### config.mk
export PLATFORM = sky130hd
export DESIGN_NAME = disp_stream_filter_flat
export DESIGN_NICKNAME = d
export VERILOG_FILES = /design/src/rtl/disp_stream_filter_pkg.sv /design/src/rtl/disp_stream_filter_if.sv /design/src/rtl/disp_stream_filter_hole_fill.sv /design/src/rtl/disp_stream_filter.sv /design/src/flat_wrapper.sv
export SDC_FILE = /design/constraint.sdc
export NUM_CORES = 1
export LEC_CHECK = 0
export CORE_ASPECT_RATIO = 0.8
export CORE_MARGIN = 2
export CORE_UTILIZATION = 38
export CTS_CLUSTER_DIAMETER = 50
export DETAILED_ROUTE_END_ITERATION = 12
export PLACE_DENSITY = 0.57
export SLEW_MARGIN = 10
export SYNTH_ARGS = -nofsm -noshare
export SYNTH_HDL_FRONTEND = slang
export SYNTH_HIERARCHICAL = 1
export SYNTH_SLANG_ARGS = --single-unit
### constraint.sdc
create_clock -name clk -period 3.6 [get_ports clk]
set_input_delay 1.08 -clock clk [delete_from_list [all_inputs] [get_ports clk]]
set_output_delay 1.08 -clock clk [all_outputs]
set_load 0.01 [all_outputs]
### src/rtl/disp_stream_filter_pkg.sv
// Shared geometry, pixel record and popcount helper for the disparity stream filter.
package disp_stream_filter_pkg;

  localparam int FRAME_W   = 240;
  localparam int FRAME_H   = 240;
  localparam int DECIMATE  = 2;
  localparam int DISP_BITS = 5;
  localparam int MAX_HOLE  = 4;

  localparam int OW     = FRAME_W / DECIMATE;
  localparam int OH     = FRAME_H / DECIMATE;
  localparam int SUM_W  = $clog2(DECIMATE * DECIMATE + 1);
  localparam int BEAT_W = (DECIMATE > 1) ? $clog2(DECIMATE) : 1;
  localparam int COL_W  = (OW > 1) ? $clog2(OW) : 1;
  localparam int ROW_W  = (OH > 1) ? $clog2(OH) : 1;
  localparam int RUN_W  = $clog2(MAX_HOLE + 1);

  localparam logic [BEAT_W-1:0] BEAT_LAST = BEAT_W'(DECIMATE - 1);
  localparam logic [COL_W-1:0]  COL_LAST  = COL_W'(OW - 1);
  localparam logic [ROW_W-1:0]  ROW_LAST  = ROW_W'(OH - 1);

  typedef struct packed {
    logic [7:0] disp;
    logic       valid;
    logic       filled;
    logic       sol;
    logic       eol;
    logic       sof;
    logic       eof;
  } disp_pix_t;

  function automatic logic [SUM_W-1:0] popcount(input logic [DECIMATE-1:0] bits);
    logic [SUM_W-1:0] cnt;
    cnt = '0;
    for (int i = 0; i < DECIMATE; i++) begin
      cnt = cnt + SUM_W'(bits[i]);
    end
    return cnt;
  endfunction

endpackage

### src/rtl/disp_stream_filter_if.sv
// XOR-stream input beats and filtered disparity pixel output of the filter.
interface disp_stream_filter_if;
  import disp_stream_filter_pkg::*;

  logic [DECIMATE-1:0] pix_stream_data;
  logic                pix_stream_valid;
  logic [7:0]          conf_in;
  logic [7:0]          disp_in;

  logic [7:0]          disp_out;
  logic                disp_valid_flag;
  logic                disp_filled_flag;
  logic                sol;
  logic                eol;
  logic                sof;
  logic                eof;
  logic                out_valid;

  // Upstream producer / downstream consumer side
  modport master (
    output pix_stream_data, pix_stream_valid, conf_in, disp_in,
    input  disp_out, disp_valid_flag, disp_filled_flag, sol, eol, sof, eof, out_valid
  );

  // Filter side
  modport slave (
    input  pix_stream_data, pix_stream_valid, conf_in, disp_in,
    output disp_out, disp_valid_flag, disp_filled_flag, sol, eol, sof, eof, out_valid
  );

endinterface

### src/rtl/disp_stream_filter_hole_fill.sv
// Stage 2: replaces short runs of failing pixels with the last passing value of the row.
module disp_hole_fill
  import disp_stream_filter_pkg::*;
(
  input  logic      clk,
  input  logic      reset,
  input  disp_pix_t pix_in,
  input  logic      pix_in_valid,
  output disp_pix_t pix_out,
  output logic      pix_out_valid
);

  logic [7:0]       last_q, last_d;
  logic             have_last_q, have_last_d;
  logic [RUN_W-1:0] run_q, run_d;
  disp_pix_t        out_q, out_d;
  logic             out_vld_q, out_vld_d;
  logic             have_eff;
  logic [RUN_W-1:0] run_eff;
  logic             unused_filled_in;

  assign unused_filled_in = pix_in.filled;

  // Decide pass / fill / blank for the incoming pixel; row state restarts at sol
  always_comb begin
    last_d      = last_q;
    have_last_d = have_last_q;
    run_d       = run_q;
    out_d       = '0;
    out_vld_d   = 1'b0;
    have_eff    = pix_in.sol ? 1'b0 : have_last_q;
    run_eff     = pix_in.sol ? '0 : run_q;
    if (pix_in_valid) begin
      out_vld_d   = 1'b1;
      out_d.sol   = pix_in.sol;
      out_d.eol   = pix_in.eol;
      out_d.sof   = pix_in.sof;
      out_d.eof   = pix_in.eof;
      have_last_d = have_eff;
      run_d       = run_eff;
      if (pix_in.valid) begin
        out_d.disp  = pix_in.disp;
        out_d.valid = 1'b1;
        last_d      = pix_in.disp;
        have_last_d = 1'b1;
        run_d       = '0;
      end else if (have_eff && (int'(run_eff) < MAX_HOLE)) begin
        out_d.disp   = last_q;
        out_d.filled = 1'b1;
        run_d        = run_eff + RUN_W'(1);
      end
    end
  end

  // Register the filled pixel and the per-row fill state
  always_ff @(posedge clk) begin
    if (reset) begin
      last_q      <= '0;
      have_last_q <= 1'b0;
      run_q       <= '0;
      out_q       <= '0;
      out_vld_q   <= 1'b0;
    end else begin
      last_q      <= last_d;
      have_last_q <= have_last_d;
      run_q       <= run_d;
      out_q       <= out_d;
      out_vld_q   <= out_vld_d;
    end
  end

  assign pix_out       = out_q;
  assign pix_out_valid = out_vld_q;

endmodule

### src/rtl/disp_stream_filter.sv
// Turns decimated XOR beats into thresholded, hole-filled raster disparity pixels.
module disp_stream_filter
  import disp_stream_filter_pkg::*;
(
  input  logic                 clk,
  input  logic                 reset,
  disp_stream_filter_if.slave  strm,
  input  logic [2:0]           xor_thresh,
  input  logic [7:0]           conf_thresh,
  output logic [15:0]          frame_valid_cnt
);

  logic [BEAT_W-1:0] beat_q, beat_d;
  logic [COL_W-1:0]  col_q, col_d;
  logic [ROW_W-1:0]  row_q, row_d;
  logic [SUM_W-1:0]  sum_q, sum_d;
  logic [2:0]        xor_thr_q, xor_thr_d;
  logic [7:0]        conf_thr_q, conf_thr_d;
  disp_pix_t         pix1_q, pix1_d;
  logic              pix1_vld_q, pix1_vld_d;
  logic [15:0]       run_cnt_q, run_cnt_d;
  logic [15:0]       frame_cnt_q, frame_cnt_d;

  logic              first_beat;
  logic [2:0]        xor_eff;
  logic [7:0]        conf_eff;
  logic [SUM_W-1:0]  acc;
  logic [15:0]       cnt_inc;
  disp_pix_t         fill_pix;
  logic              fill_vld;
  logic              unused_disp_bits;

  assign unused_disp_bits = ^strm.disp_in[7:DISP_BITS];

  // Beat/col/row tracking, popcount accumulation, threshold latch and stage-1 evaluation
  always_comb begin
    beat_d      = beat_q;
    col_d       = col_q;
    row_d       = row_q;
    sum_d       = sum_q;
    xor_thr_d   = xor_thr_q;
    conf_thr_d  = conf_thr_q;
    pix1_d      = '0;
    pix1_vld_d  = 1'b0;
    run_cnt_d   = run_cnt_q;
    frame_cnt_d = frame_cnt_q;

    first_beat = strm.pix_stream_valid && (beat_q == '0) && (col_q == '0) && (row_q == '0);
    xor_eff    = first_beat ? xor_thresh : xor_thr_q;
    conf_eff   = first_beat ? conf_thresh : conf_thr_q;
    acc        = sum_q + popcount(strm.pix_stream_data);

    if (first_beat) begin
      xor_thr_d  = xor_thresh;
      conf_thr_d = conf_thresh;
    end

    if (strm.pix_stream_valid) begin
      if (beat_q == BEAT_LAST) begin
        sum_d        = '0;
        beat_d       = '0;
        pix1_vld_d   = 1'b1;
        pix1_d.disp  = 8'(strm.disp_in[DISP_BITS-1:0]);
        pix1_d.valid = (int'(acc) <= int'(xor_eff)) && (strm.conf_in >= conf_eff);
        pix1_d.sol   = (col_q == '0);
        pix1_d.eol   = (col_q == COL_LAST);
        pix1_d.sof   = (col_q == '0) && (row_q == '0);
        pix1_d.eof   = (col_q == COL_LAST) && (row_q == ROW_LAST);
        if (col_q == COL_LAST) begin
          col_d = '0;
          row_d = (row_q == ROW_LAST) ? '0 : row_q + ROW_W'(1);
        end else begin
          col_d = col_q + COL_W'(1);
        end
      end else begin
        sum_d  = acc;
        beat_d = beat_q + BEAT_W'(1);
      end
    end

    cnt_inc = (run_cnt_q == 16'hFFFF) ? run_cnt_q : run_cnt_q + 16'(pix1_q.valid);
    if (pix1_vld_q) begin
      if (pix1_q.eof) begin
        frame_cnt_d = cnt_inc;
        run_cnt_d   = '0;
      end else begin
        run_cnt_d = cnt_inc;
      end
    end
  end

  // State registers; reset flushes the pipeline and restarts at pixel (0,0)
  always_ff @(posedge clk) begin
    if (reset) begin
      beat_q      <= '0;
      col_q       <= '0;
      row_q       <= '0;
      sum_q       <= '0;
      xor_thr_q   <= '0;
      conf_thr_q  <= '0;
      pix1_q      <= '0;
      pix1_vld_q  <= 1'b0;
      run_cnt_q   <= '0;
      frame_cnt_q <= '0;
    end else begin
      beat_q      <= beat_d;
      col_q       <= col_d;
      row_q       <= row_d;
      sum_q       <= sum_d;
      xor_thr_q   <= xor_thr_d;
      conf_thr_q  <= conf_thr_d;
      pix1_q      <= pix1_d;
      pix1_vld_q  <= pix1_vld_d;
      run_cnt_q   <= run_cnt_d;
      frame_cnt_q <= frame_cnt_d;
    end
  end

  disp_hole_fill u_hole_fill (
    .clk           (clk),
    .reset         (reset),
    .pix_in        (pix1_q),
    .pix_in_valid  (pix1_vld_q),
    .pix_out       (fill_pix),
    .pix_out_valid (fill_vld)
  );

  assign strm.disp_out         = fill_pix.disp;
  assign strm.disp_valid_flag  = fill_pix.valid;
  assign strm.disp_filled_flag = fill_pix.filled;
  assign strm.sol              = fill_pix.sol;
  assign strm.eol              = fill_pix.eol;
  assign strm.sof              = fill_pix.sof;
  assign strm.eof              = fill_pix.eof;
  assign strm.out_valid        = fill_vld;
  assign frame_valid_cnt       = frame_cnt_q;

endmodule

### src/flat_wrapper.sv
// flat-port wrapper written by rule: the top's interface ports become plain ports
module disp_stream_filter_flat import disp_stream_filter_pkg::*;
  (clk, reset, xor_thresh, conf_thresh, frame_valid_cnt, strm_pix_stream_data, strm_pix_stream_valid, strm_conf_in, strm_disp_in, strm_disp_out, strm_disp_valid_flag, strm_disp_filled_flag, strm_sol, strm_eol, strm_sof, strm_eof, strm_out_valid);
  disp_stream_filter_if strm_i ();
  input  logic clk;
  input  logic reset;
  input  logic [2:0] xor_thresh;
  input  logic [7:0] conf_thresh;
  output logic [15:0] frame_valid_cnt;
  input wire logic [$bits(strm_i.pix_stream_data)-1:0] strm_pix_stream_data;
  input wire logic [$bits(strm_i.pix_stream_valid)-1:0] strm_pix_stream_valid;
  input wire logic [$bits(strm_i.conf_in)-1:0] strm_conf_in;
  input wire logic [$bits(strm_i.disp_in)-1:0] strm_disp_in;
  output wire logic [$bits(strm_i.disp_out)-1:0] strm_disp_out;
  output wire logic [$bits(strm_i.disp_valid_flag)-1:0] strm_disp_valid_flag;
  output wire logic [$bits(strm_i.disp_filled_flag)-1:0] strm_disp_filled_flag;
  output wire logic [$bits(strm_i.sol)-1:0] strm_sol;
  output wire logic [$bits(strm_i.eol)-1:0] strm_eol;
  output wire logic [$bits(strm_i.sof)-1:0] strm_sof;
  output wire logic [$bits(strm_i.eof)-1:0] strm_eof;
  output wire logic [$bits(strm_i.out_valid)-1:0] strm_out_valid;
  assign strm_i.pix_stream_data = strm_pix_stream_data;
  assign strm_i.pix_stream_valid = strm_pix_stream_valid;
  assign strm_i.conf_in = strm_conf_in;
  assign strm_i.disp_in = strm_disp_in;
  assign strm_disp_out = strm_i.disp_out;
  assign strm_disp_valid_flag = strm_i.disp_valid_flag;
  assign strm_disp_filled_flag = strm_i.disp_filled_flag;
  assign strm_sol = strm_i.sol;
  assign strm_eol = strm_i.eol;
  assign strm_sof = strm_i.sof;
  assign strm_eof = strm_i.eof;
  assign strm_out_valid = strm_i.out_valid;
  disp_stream_filter u_core (.clk(clk), .reset(reset), .strm(strm_i), .xor_thresh(xor_thresh), .conf_thresh(conf_thresh), .frame_valid_cnt(frame_valid_cnt));
endmodule
==> impl_metrics.py, run 1 <==
metrics = {
    "floorplanning": {
        "dieArea_mm2": 0.0125,
        "start_util_pct": 38.6,
        "core_area_mm2": 0.0114,
        "die_x_um": 124,
        "die_y_um": 100,
        "num_rows": 35,
        "io_pins": 63,
    },
    "clock_network": {
        "clk_pin_slew_ns": 0.06,
        "clk-insertion-delay-late_ns": 0.35,
        "post_cts_resized": 0,
        "ctsHtreeMaxLevel": 3,
        "clock_sinks": 99,
        "cts_root_buf": "clkbuf_16",
        "cts_tree": "yes",
        "clockBufferDepth": 2,
        "cts_setup_buffers": 0,
        "holdBufCountCts": 0,
        "cts_buffers": 9,
    },
    "worst_setup_path": {
        "path_max_fanout": 2,
        "timing.rr.end": "u_core/pix1_q[5]$_SDFF_PP0_",
        "r2r_slack_ns": 0.73,
        "crit_family": "simple AND/OR/NAND/NOR gates",
        "crit_type": "input port to flip-flop",
        "cp_num_buf_inv": 1,
        "crit_chain": "clkdlybuf4s50_1 -> nor4b_2 -> mux2_2 -> ha_1 -> nand2b_1 -> a21o_1 -> a211oi_1 -> or3_1 -> a2111oi_0",
        "required_ns": 3.82,
        "cp.arrival_ns": 3.43,
        "r2r_cells": 10,
        "critPathSlowestCell": "clkdlybuf4s50_1",
        "slowest_delay_ns": 0.48,
        "critPathCaptureType": "flip-flop",
        "timing.rr.start": "u_core/col_q[4]$_SDFFE_PP0P_",
        "startpoint_type": "input port",
    },
    "layout": {
        "layout.cells.non_filler": 697,
        "antenna_cells": 0,
        "seq_area_mm2": 0.00198,
        "layout-drive-gt1-share_pct": 6.19,
        "nets": 596,
        "nFillCells": 1102,
        "syn2layout_area_growth_pct": 22.7,
        "multi_input_area_mm2": 0.00226,
    },
    "synthesis": {
        "synthArstFlopShare_pct": 0,
        "synthTopCellsByArea": "dfxtp_1, ha_1, nor2_1",
        "synth.most_common_cell": "dfxtp_1",
        "synthCells": 492,
        "synth_top_cells_by_count": "dfxtp_1, nor2_1, nand2_1",
        "synth.cell_area_mm2": 0.00441,
        "synth-edff-count": 0,
        "synth_top_area_cell": "dfxtp_1",
        "yosysUniqueCellTypes": 57,
        "syn_avg_cell_area_um2": 8.96,
        "yosysSeqAreaShare_pct": 45.0,
        "ys_seq_elements": 99,
        "yosysTopAreaCellShare_pct": 45.0,
        "ys.flop_type": "dfxtp_1",
        "ys_warn_count": 6,
    },
    "pwr": {
        "internal-power_uw": 1750,
        "swShare_pct": 23.3,
        "combPwrFrac_pct": 7.7,
        "p_seq_share_pct": 49.8,
        "p_switching_uw": 531,
        "pwr-share-clk_pct": 42.5,
        "vdd_drop_max_uv": 211,
        "power_uw": 2280,
        "leakage_uw": 0.00190,
        "power_density_mw_per_mm2": 421,
    },
    "timing": {
        "fmax_mhz": 312,
        "relSlewSlack_pct": 29.4,
        "finalCritPeriodShare_pct": 89.2,
        "worst_pin_slew_ns": 1.06,
        "skew_ns": 0.0112,
        "hold_viol": 0,
        "finalSetupViolations": 0,
        "drv_slew": 0,
        "final.setup.tns_ns": 0,
        "min_period_ns": 3.21,
        "rsz0062_at_grt": "no",
        "whs_ns": 0.427,
    },
    "detailed_routing": {
        "routed_via_density": 5.15,
        "vias": 3588,
        "postRouteAntennaNets": 0,
        "wl_um": 9550,
        "drt-initial-drc-count": 236,
        "wl_per_cell_um": 13.7,
        "firstDrtPassIters": 4,
        "drcViolationCount": 0,
    },
    "global_route": {
        "grt_max_degree": 31,
        "grt_pass1_vias": 3322,
        "grt_first_pass_wirelength_um": 16300,
        "grt_usage_pct": 16.0,
        "overflow": 0,
        "antenna_found_initial": 0,
    },
    "worst_hold_path": {
        "hold-path-endpoint": "u_core/u_hole_fill/pix_out[1]$_SDFF_PP0_",
        "min-delay-start": "u_core/pix1_q[1]$_SDFF_PP0_",
        "whs_path_depth": 1,
        "hold_class": "flip-flop to flip-flop",
    },
    "placed_design": {
        "gp_congestion": 0.838,
        "post-place-cells": 681,
        "io_buffers": 59,
        "dpl.hpwl_um": 6730,
    },
    "job": {
        "cap_violations": 0,
    },
    "run_status": {
        "status": "complete, no violations",
    },
}
placed cells by master, fill, tap and decap left out, types with 2 or more instances in the layout:
cell / synthesis / final
and2_1: 13 / 13
nand3b_1: 3 / 3
conb_1: 1 / 6
nand2_1: 36 / 36
a41oi_1: 2 / 2
or4_1: 2 / 2
nor4_1: 4 / 4
buf_4: 2 / 5
a21o_1: 5 / 5
nor3_1: 8 / 8
dfxtp_1: 99 / 99
ha_1: 19 / 19
inv_6: 0 / 2
a31oi_1: 12 / 12
clkdlybuf4s50_1: 0 / 58
inv_1: 14 / 14
or2_2: 3 / 3
xnor2_1: 6 / 6
o21ai_0: 12 / 12
xor2_1: 13 / 13
clkinvlp_4: 0 / 3
a21oi_1: 29 / 29
nor2b_1: 8 / 8
nand4b_1: 2 / 2
o211ai_1: 4 / 4
a22o_1: 9 / 9
nand4_1: 10 / 10
mux2_2: 2 / 2
o32ai_1: 2 / 2
mux2i_1: 10 / 10
or3_1: 13 / 13
a211oi_1: 12 / 12
nand3_1: 27 / 27
nor2_1: 55 / 55
o2111ai_1: 3 / 3
and3_1: 5 / 5
clkbuf_16: 0 / 9
and4_1: 2 / 2
registers in the layout, indices dropped and copies added (netlist names):
register / flops
u_core/u_hole_fill/run_q: 3
u_core/u_hole_fill/have_last_q: 1
u_core/row_q: 7
u_core/u_hole_fill/last_q: 8
u_core/conf_thr_q: 8
u_core/u_hole_fill/pix_out: 14
u_core/col_q: 7
u_core/run_cnt_q: 16
u_core/sum_q: 3
u_core/beat_q: 1
u_core/u_hole_fill/pix_out_valid: 1
u_core/xor_thr_q: 3
u_core/pix1_q: 10
u_core/frame_valid_cnt: 16
u_core/pix1_vld_q: 1
metrics by stage:
stage | utilization (%) | area (um^2) | setup WS (ns)
2_1_floorplan | - | 4430 | 0.385
3_3_place_gp | 44.7 | 5110 | 0.0411
3_5_place_dp | 44.7 | 5110 | 0.0690
4_1_cts | 47.3 | 5410 | 0.415
5_1_grt | 47.3 | 5410 | 0.234
6_report | 47.3 | 5410 | 0.390
per-layer routing:
metal	routed length, um	GRT usage (%)	vias to the layer above	share of wire (%)
li1	-	-	1853	-
met1	4870	21.8	1671	51
met2	4260	25.6	54	45
met3	321	3.84	10	3.4
met4	99	4.41	0	1.0
met5	0	0	-	0
area by class of cell:
| type | instances | share of cell area [%] |
|---|---|---|
| clock inverter | 7 | 1.39 |
| multi-input combinational | 356 | 41.9 |
| timing repair buffer | 64 | 11.5 |
| tap | 148 | 3.43 |
| clock buffer | 9 | 4.17 |
| sequential | 99 | 36.7 |
| inverter | 14 | 0.972 |
worst max path at each step:
stage                                  end             startpoint  slack (ns)  depth (start not counted)
3_3_place_gp   u_core/pix1_q[5]$_SDFF_PP0_  strm_pix_stream_valid        0.04                          9
6_report       u_core/pix1_q[5]$_SDFF_PP0_  strm_pix_stream_valid        0.39                          9
5_1_grt        u_core/pix1_q[5]$_SDFF_PP0_  strm_pix_stream_valid        0.23                          9
4_1_cts        u_core/pix1_q[5]$_SDFF_PP0_  strm_pix_stream_valid        0.41                          9
3_5_place_dp   u_core/pix1_q[5]$_SDFF_PP0_  strm_pix_stream_valid        0.07                          9
2_1_floorplan  u_core/pix1_q[5]$_SDFF_PP0_  strm_pix_stream_valid        0.39                          9
kinds of logic after synthesis:
family                     share of synthesized area (%)
DFF                                                 45.0
AOI/OAI and AO/OA                                   14.8
muxes                                               2.78
and+or+nand+nor                                     23.6
buffers and inverters                               4.12
xor gates and xnor gates                            3.78
other                                             0.0851
adders and majority gates                           5.85
power by group through the flow:
stage	clock [uW]	sequential, uW	combinational [uW]
floorplan	0	1150	123
global placement	0	1160	174
detailed placement	0	1160	177
CTS	1010	1140	178
global route	1040	1140	200
finish	968	1140	175
Note: power is estimated with default switching activity, not from simulation.
==> run 2: changes to the inputs <==
Settings changed: HOLD_SLACK_MARGIN set to 0.08.
==> results of run 2 <==
Same layout as run 1: the final DEF is identical, and so are final timing and power.
==> run 3: changes to the inputs <==
Settings changed: CTS_BUF_LIST set to sky130_fd_sc_hd__clkbuf_4 sky130_fd_sc_hd__clkbuf_8, DONT_BUFFER_PORTS set to 1, PLACE_DENSITY 0.57 to 0.5, SLEW_MARGIN 10 to 20.
==> run 3 against run 2 <==
Net effect:
- first-iteration DRC count is 44% lower
- setup slack improved by 0.36 ns
- flip-flop and latch count did not move
- non-clock buffer count fell by 61
- sequential power about the same
- fmax grew 13%
- clock power decreased by 20%
- largest cell class unchanged
==> impl_metrics.py, run 3 (synthesis results as in run 1) <==
metrics = {
    "run_status": {
        "status": "complete, no violations",
    },
    "worst_setup_path": {
        "critPathCaptureType": "flip-flop",
        "crit_family": "simple AND/OR/NAND/NOR gates",
        "required_ns": 3.84,
        "crit_type": "flip-flop to flip-flop",
        "critPathSlowestCell": "mux2_2",
        "startpoint_type": "flip-flop",
        "cp_num_buf_inv": 0,
        "timing.rr.start": "u_core/row_q[2]$_SDFFE_PP0P_",
        "path_max_fanout": 5,
        "crit_chain": "nor4_1 -> nand3b_1 -> nor4b_2 -> mux2_2 -> ha_1 -> nand2b_1 -> a21o_1 -> a211oi_1 -> or3_1 -> a2111oi_0",
        "cp-startpoint": "u_core/row_q[2]$_SDFFE_PP0P_",
        "slowest_delay_ns": 0.38,
        "cp.arrival_ns": 3.09,
    },
    "global_route": {
        "antenna_found_initial": 0,
        "met1_usage_pct": 19.7,
        "overflow": 0,
        "grt.busiest_layer": "met2",
        "grt_max_degree": 78,
        "grt_use_met2_pct": 23.7,
        "grt_usage_pct": 15.1,
        "grt_pass1_vias": 3118,
        "met3_usage_pct": 5.17,
        "grt_first_pass_wirelength_um": 15300,
    },
    "pwr": {
        "internal-power_uw": 1570,
        "power_uw": 2040,
        "p_switching_uw": 469,
        "vdd_drop_max_uv": 179,
        "p_seq_share_pct": 55.9,
        "power_density_mw_per_mm2": 431,
        "leakage_uw": 0.00165,
        "swShare_pct": 23.0,
        "pwr-share-clk_pct": 38.1,
        "combPwrFrac_pct": 6.0,
    },
    "worst_hold_path": {
        "hold_class": "flip-flop to flip-flop",
        "min-delay-start": "u_core/pix1_q[1]$_SDFF_PP0_",
    },
    "timing": {
        "drv_slew": 0,
        "skew_ns": 0.00843,
        "finalSetupViolations": 0,
        "rsz0062_at_grt": "no",
        "relSlewSlack_pct": 61.0,
        "min_period_ns": 2.85,
        "worst_pin_slew_ns": 0.583,
        "finalCritPeriodShare_pct": 79.1,
        "hold_viol": 0,
        "fmax_mhz": 351,
        "final.setup.tns_ns": 0,
    },
    "floorplanning": {
        "die_y_um": 100,
        "die_x_um": 124,
        "io_pins": 63,
        "core_area_mm2": 0.0114,
        "num_rows": 35,
        "start_util_pct": 38.6,
        "dieArea_mm2": 0.0125,
    },
    "clock_network": {
        "cts_root_buf": "clkbuf_8",
        "cts_buffers": 9,
        "cts_tree": "yes",
        "holdBufCountCts": 0,
        "clk_pin_slew_ns": 0.09,
        "clock_sinks": 99,
        "post_cts_resized": 0,
        "clk-insertion-delay-late_ns": 0.36,
        "cts_setup_buffers": 0,
        "ctsHtreeMaxLevel": 3,
        "clockBufferDepth": 2,
    },
    "detailed_routing": {
        "wl_per_cell_um": 14.6,
        "routed_via_density": 5.23,
        "drt-initial-drc-count": 133,
        "firstDrtPassIters": 5,
        "drcViolationCount": 0,
        "postRouteAntennaNets": 0,
        "vias": 3326,
        "wl_um": 9260,
    },
    "layout": {
        "final_common_cell": "dfxtp_1",
        "nets": 535,
        "layout_common_cells": "dfxtp_1, nor2_1, nand2_1, a21oi_1, nand3_1",
        "syn2layout_area_growth_pct": 7.10,
        "antenna_cells": 0,
        "fin_area_mm2": 0.00472,
        "layout-drive-gt1-share_pct": 6.35,
    },
    "placed_design": {
        "dpl.hpwl_um": 6320,
        "gp_congestion": 0.817,
        "placed_area_mm2": 0.00451,
        "io_buffers": 0,
    },
    "job": {
        "cap_violations": 0,
    },
}
run 3: worst paths after layout:
check | slack (ns) | end | cells past startpoint
worst min register to register | 0.43 | u_core/u_hole_fill/pix_out[1]$_SDFF_PP0_ | 1
worst min-delay path | 0.43 | u_core/u_hole_fill/pix_out[1]$_SDFF_PP0_ | 1
worst max-delay path | 0.75 | u_core/pix1_q[5]$_SDFF_PP0_ | 10
worst max register to register | 0.75 | u_core/pix1_q[5]$_SDFF_PP0_ | 10
run 3: per-layer routing:
layer,share of wire (%),vias to the layer above
li1,-,1732
met1,50,1526
met2,44,57
met3,5.1,11
met4,1.2,0
met5,0,-
run 3: layout make-up:
cell class | instances | area, um^2
well taps | 148 | 185
repair buffers | 3 | 22.5
clock inverters | 7 | 91.3
multi-input cells | 356 | 2260
clock buffers | 9 | 124
fillers | 1142 | 6710
inverters | 14 | 52.6
flip-flops and latches | 99 | 1980
run 3: worst reg2reg max path: cells and delay by family (launching register included):
family | cells | cell delay, ns
AND/OR/NAND/NOR | 5 | 1.20
adder cells (fa/ha/maj) | 1 | 0.27
multiplexers | 1 | 0.38
AO/OA/AOI/OAI | 3 | 0.52
flip-flops | 1 | 0.36
run 3: per-stage QoR:
step | hold slack (ns) | instances | utilization, % | worst slack [ns]
2_1_floorplan | 0.406 | 497 | - | 0.385
3_3_place_gp | 0.419 | 620 | 39.4 | 0.585
3_5_place_dp | 0.415 | 620 | 39.4 | 0.602
4_1_cts | 0.443 | 636 | 41.3 | 0.737
5_1_grt | 0.463 | 636 | 41.3 | 0.486
6_report | 0.431 | 636 | 41.3 | 0.753
run 3: power groups by stage:
stage	combinational (uW)	sequential, uW	clock, uW
after floorplan	123	1150	0
after global placement	122	1160	0
after global routing	145	1140	852
after detailed placement	124	1160	0
final	123	1140	776
after CTS	125	1140	819
